--- config.mk ---
export PLATFORM = sky130hd
export DESIGN_NAME = mips_mem_arbiter
export DESIGN_NICKNAME = d
export VERILOG_FILES = /design/src/rtl/mips_mem_arbiter.sv
export SDC_FILE = /design/constraint.sdc
export NUM_CORES = 1
export LEC_CHECK = 0
export CAP_MARGIN = 20
export CORE_MARGIN = 1
export CORE_UTILIZATION = 37
export DETAILED_ROUTE_END_ITERATION = 8
export GPL_ROUTABILITY_DRIVEN = 0
export PLACE_DENSITY = 0.92
export SYNTH_ARGS = -nofsm -noshare
export SYNTH_HDL_FRONTEND = slang
export SYNTH_SLANG_ARGS = --single-unit
--- constraint.sdc ---
create_clock -name clk -period 3.1 [get_ports clk]
set_input_delay 0.62 -clock clk [delete_from_list [all_inputs] [get_ports clk]]
set_output_delay 0.62 -clock clk [all_outputs]
set_load 0.005 [all_outputs]
--- src/rtl/mips_mem_arbiter.sv ---
// Unified-memory arbiter for IF / DM / loader over a 1-cycle-latency single-port SRAM.
// Optional grant statistics outputs when ARB_STATS_EN is defined.
module mips_mem_arbiter #(
  parameter int unsigned AW       = 10,
  parameter int unsigned DW       = 32,
  parameter int unsigned MAX_WAIT = 4
) (
  input  logic          clk,
  input  logic          rst_n,
  input  logic          if_req,
  input  logic [AW-1:0] if_addr,
  output logic          if_gnt,
  input  logic          dm_req,
  input  logic          dm_we,
  input  logic [AW-1:0] dm_addr,
  input  logic [DW-1:0] dm_wdata,
  output logic          dm_gnt,
  input  logic          ld_req,
  input  logic          ld_we,
  input  logic [AW-1:0] ld_addr,
  input  logic [DW-1:0] ld_wdata,
  output logic          ld_gnt,
  output logic [2:0]    rd_valid,
  output logic [DW-1:0] rd_data,
  output logic          ram_en,
  output logic          ram_we,
  output logic [AW-1:0] ram_addr,
  output logic [DW-1:0] ram_wdata,
`ifdef ARB_STATS_EN
  output logic [15:0]   stat_if,
  output logic [15:0]   stat_dm,
  output logic [15:0]   stat_ld,
`endif
  input  logic [DW-1:0] ram_rdata
);

  localparam int unsigned WW = 4;
  localparam int unsigned SW = 16;

  typedef enum logic [1:0] {IDLE, ISSUE, RESP} state_e;

  state_e          state_q, state_d;
  logic [2:0]      owner_q, owner_d;     // one-hot {ld,dm,if}
  logic [2:0]      gnt_q, gnt_d;
  logic [2:0]      rd_valid_q, rd_valid_d;
  logic            ram_en_q, ram_en_d;
  logic            ram_we_q, ram_we_d;
  logic [AW-1:0]   ram_addr_q, ram_addr_d;
  logic [DW-1:0]   ram_wdata_q, ram_wdata_d;
  logic [WW-1:0]   if_wait_q, if_wait_d;
  logic            force_if;
  logic            arb_en;
  logic [2:0]      win;

`ifdef ARB_STATS_EN
  logic [SW-1:0]   stat_q [3];
  logic [SW-1:0]   stat_d [3];
`endif

  // Next-state, winner selection and registered-output computation
  always_comb begin
    state_d     = state_q;
    owner_d     = owner_q;
    gnt_d       = 3'b000;
    rd_valid_d  = 3'b000;
    ram_en_d    = 1'b0;
    ram_we_d    = 1'b0;
    ram_addr_d  = ram_addr_q;
    ram_wdata_d = ram_wdata_q;
    if_wait_d   = if_wait_q;

    // Fixed LD > DM > IF, except a starved IF overtakes DM
    force_if = (if_wait_q == WW'(MAX_WAIT));
    win[2]   = ld_req;
    win[1]   = dm_req & ~ld_req & ~(if_req & force_if);
    win[0]   = if_req & ~ld_req & (~dm_req | force_if);
    arb_en   = (state_q != ISSUE) && (if_req || dm_req || ld_req);

    if (state_q == ISSUE) begin
      state_d    = RESP;
      rd_valid_d = owner_q & {3{~ram_we_q}};
    end else if (arb_en) begin
      state_d  = ISSUE;
      owner_d  = win;
      gnt_d    = win;
      ram_en_d = 1'b1;
      if (win[2]) begin
        ram_we_d    = ld_we;
        ram_addr_d  = ld_addr;
        ram_wdata_d = ld_wdata;
      end else if (win[1]) begin
        ram_we_d    = dm_we;
        ram_addr_d  = dm_addr;
        ram_wdata_d = dm_wdata;
      end else begin
        ram_we_d    = 1'b0;
        ram_addr_d  = if_addr;
      end
    end else begin
      state_d = IDLE;
    end

    if (!if_req) begin
      if_wait_d = '0;
    end else if (arb_en) begin
      if (win[0])        if_wait_d = '0;
      else if (!force_if) if_wait_d = if_wait_q + WW'(1);
    end

`ifdef ARB_STATS_EN
    for (int i = 0; i < 3; i++) begin
      stat_d[i] = stat_q[i];
      if (gnt_d[i] && (stat_q[i] != {SW{1'b1}})) stat_d[i] = stat_q[i] + SW'(1);
    end
`endif
  end

  always_ff @(posedge clk or negedge rst_n) begin
    if (!rst_n) begin
      state_q     <= IDLE;
      owner_q     <= 3'b000;
      gnt_q       <= 3'b000;
      rd_valid_q  <= 3'b000;
      ram_en_q    <= 1'b0;
      ram_we_q    <= 1'b0;
      ram_addr_q  <= '0;
      ram_wdata_q <= '0;
      if_wait_q   <= '0;
`ifdef ARB_STATS_EN
      for (int i = 0; i < 3; i++) stat_q[i] <= '0;
`endif
    end else begin
      state_q     <= state_d;
      owner_q     <= owner_d;
      gnt_q       <= gnt_d;
      rd_valid_q  <= rd_valid_d;
      ram_en_q    <= ram_en_d;
      ram_we_q    <= ram_we_d;
      ram_addr_q  <= ram_addr_d;
      ram_wdata_q <= ram_wdata_d;
      if_wait_q   <= if_wait_d;
`ifdef ARB_STATS_EN
      for (int i = 0; i < 3; i++) stat_q[i] <= stat_d[i];
`endif
    end
  end

  assign if_gnt    = gnt_q[0];
  assign dm_gnt    = gnt_q[1];
  assign ld_gnt    = gnt_q[2];
  assign rd_valid  = rd_valid_q;
  assign rd_data   = ram_rdata;
  assign ram_en    = ram_en_q;
  assign ram_we    = ram_we_q;
  assign ram_addr  = ram_addr_q;
  assign ram_wdata = ram_wdata_q;

`ifdef ARB_STATS_EN
  assign stat_if = stat_q[0];
  assign stat_dm = stat_q[1];
  assign stat_ld = stat_q[2];
`endif

endmodule

==> flow_summary.toml <==
[worst_setup_path]
path_class = "flop to flop"
end_kind = "flop"
start_kind = "flop"
slowest_delay_ns = 0.77
path_cells = "nand2b_1 > nand3_2 > o22ai_1 > a21oi_1"
cpMaxStageDelayCell = "nand3_2"
reg2reg_slack_ns = 0.75
crit_required_ns = 3.29
arrival_ns = 2.54
path_max_fanout = 33

[clock_network]
holdBufCountCts = 0
cts-resized-gates = 0
cts_tree = "done"
root_buffer = "clkbuf_8"
cts.clk_slew.worst_paths_ns = 0.06
cts_inserted_buffers = 9
h-tree-depth = 3
clkSinkCount = 58
clock_path_buffers = 2
insertion_delay_ns = 0.32
post-cts-setup-buffers = 0

[floorplan]
start_util_pct = 38.1
fp.dieW_um = 90.9
core_area_mm2 = 0.00769
io_pins = 215
die_h_um = 90.9
die-area_mm2 = 0.00827
fp-row-count = 32

[synthesis]
synth_ff_type = "dfrtp_1"
syn_area_per_cell_um2 = 9.76
synth_warnings = 0
ys_ff_latch = 58
synthTopCellsByArea = "dfrtp_1, o22ai_1, buf_4"
synth-edff-count = 0
yosysUniqueCellTypes = 28
syn_area_mm2 = 0.00293
yosysSeqAreaShare_pct = 49.6
async_flop_share_pct = 100
syn_inst = 300
synth_nets = 435
yosys.area.top_type = "dfrtp_1"
synth_top_area_share_pct = 49.6

[power]
ir_drop_uv = 201
p_leak_nw = 1.74
powerDensity_mw_per_mm2 = 476

[timing]
period_share_pct = 75.7
rsz0062_at_grt = "no"
final.min_clock_period_ns = 2.35
hold_violations = 0
max_slew.worst_pin.slew_ns = 0.807
slew_violations = 0
worst_clock_skew_ns = 0.00683
max_freq_mhz = 426
finalSetupTns_ns = 0
setup_viol = 0
max_slew_margin_pct = 46.2

[placed_design]
io_buffer_count = 150
placed_cells = 503
hpwl_um = 6380

[global_routing]
grt_max_degree = 34
grt_usage_pct = 21.3
grt-ovfl-total = 0
first_global_vias = 2800
antenna_found_initial = 0
grt_pass1_wl_um = 13800

[flow_run]
maxCapViolCount = 0

[cells_and_area]
n_antenna_cell = 0
fin_nets = 547
final_common_cell = "clkdlybuf4s50_1"
area_delta_synth_final_pct = 50.3
final_layout_size_suffix_gt1_share_pct = 6.00
layout_common_cells = "clkdlybuf4s50_1, o22ai_1, dfrtp_1"
fin_cells = 519

[hold_path]
hold_class = "input port to async pin"

[routing]
drc = 0
vias = 2833
drt_wl_total_um = 8700
wire_per_inst_um = 16.8
drt_iter0_drc = 98
antenna_left = 0
drt-pass1-iter-count = 4
via_per_inst = 5.46

[run_status]
run_status = "finished clean"
final timing paths:
check,start,to,cells after the start
setup / recovery,state_q[0],ram_wdata[18],4
hold / removal,rst_n,ram_wdata[7],1
setup reg to reg,state_q[0],ram_wdata[18],4
hold reg to reg,ram_addr[0],ram_addr[0],2
max in group asynchronous,rst_n,ram_wdata[12],2
min in group clk,ram_addr[0],ram_addr[0],2
cells in the mapped netlist (2+ instances only):
cell / number
a21o_1: 3
a21oi_1: 36
and2_1: 2
buf_2: 10
buf_4: 35
buf_6: 4
clkbuf_1: 6
dfrtp_1: 58
ha_1: 2
inv_1: 5
nand2_1: 19
nand3_1: 4
nand3b_1: 2
nand4b_1: 3
nor2_1: 14
nor3b_1: 3
o22ai_1: 74
o31ai_1: 10
cell families after synthesis:
family | Yosys count | share of synthesized area, %
AO/OA/AOI/OAI | 127 | 26.5
adder cells (fa/ha/maj) | 2 | 0.855
buffers and inverters | 62 | 13.9
flip-flops | 58 | 49.6
AND/OR/NAND/NOR | 51 | 9.11
state kept, by name, indices dropped and copies added (netlist names):
signal and flops:
rd_valid 3, ram_wdata 32, ram_addr 10, state_q 2, ram_we 1, owner_q 3, gnt_q 3, if_wait_q 4
routing by layer:
metal,share of wire [%],GRT usage (%)
met1,39,23.9
met2,50,36.9
met3,7.9,5.70
met4,3.2,11.5
met5,0,0
area by class of cell:
class / count / area (um2)
Clock buffer: 14 / 173
Clock inverter: 2 / 10.0
Fill cell: 668 / 3290
Inverter: 7 / 26.3
Multi-Input combinational cell: 180 / 1070
Sequential cell: 58 / 1450
Tap cell: 102 / 128
Timing Repair Buffer: 156 / 1540
critical path, delay by kind of cell, from the launching register on:
kind	cells	cell delay, ns
AND/OR/NAND/NOR	2	1.35
AO/OA/AOI/OAI	2	0.48
flip-flops	1	0.37
where the power goes:
part           leakage, nW  switching, mW  internal (mW)
Sequential           0.691         0.0732          0.857
Clock               0.0965          0.272          0.354
Combinational        0.955          0.194          0.345
Total                 1.74          0.538           1.56
metrics by stage:
stage                     setup slack (ns)  hold WS (ns)  utilization (%)  power [mW]  instance area (um2)
after floorplan                       1.52         0.324                -        1.14                 2930
after global placement               0.644         0.453             54.8        1.47                 4220
after detailed placement             0.570         0.458             54.8        1.48                 4220
after CTS                            0.740         0.307             57.2        2.12                 4400
after global routing                 0.548         0.339             57.2        2.21                 4400
final                                0.752         0.303             57.2        2.09                 4400
Note: power is estimated with default switching activity, not from simulation.
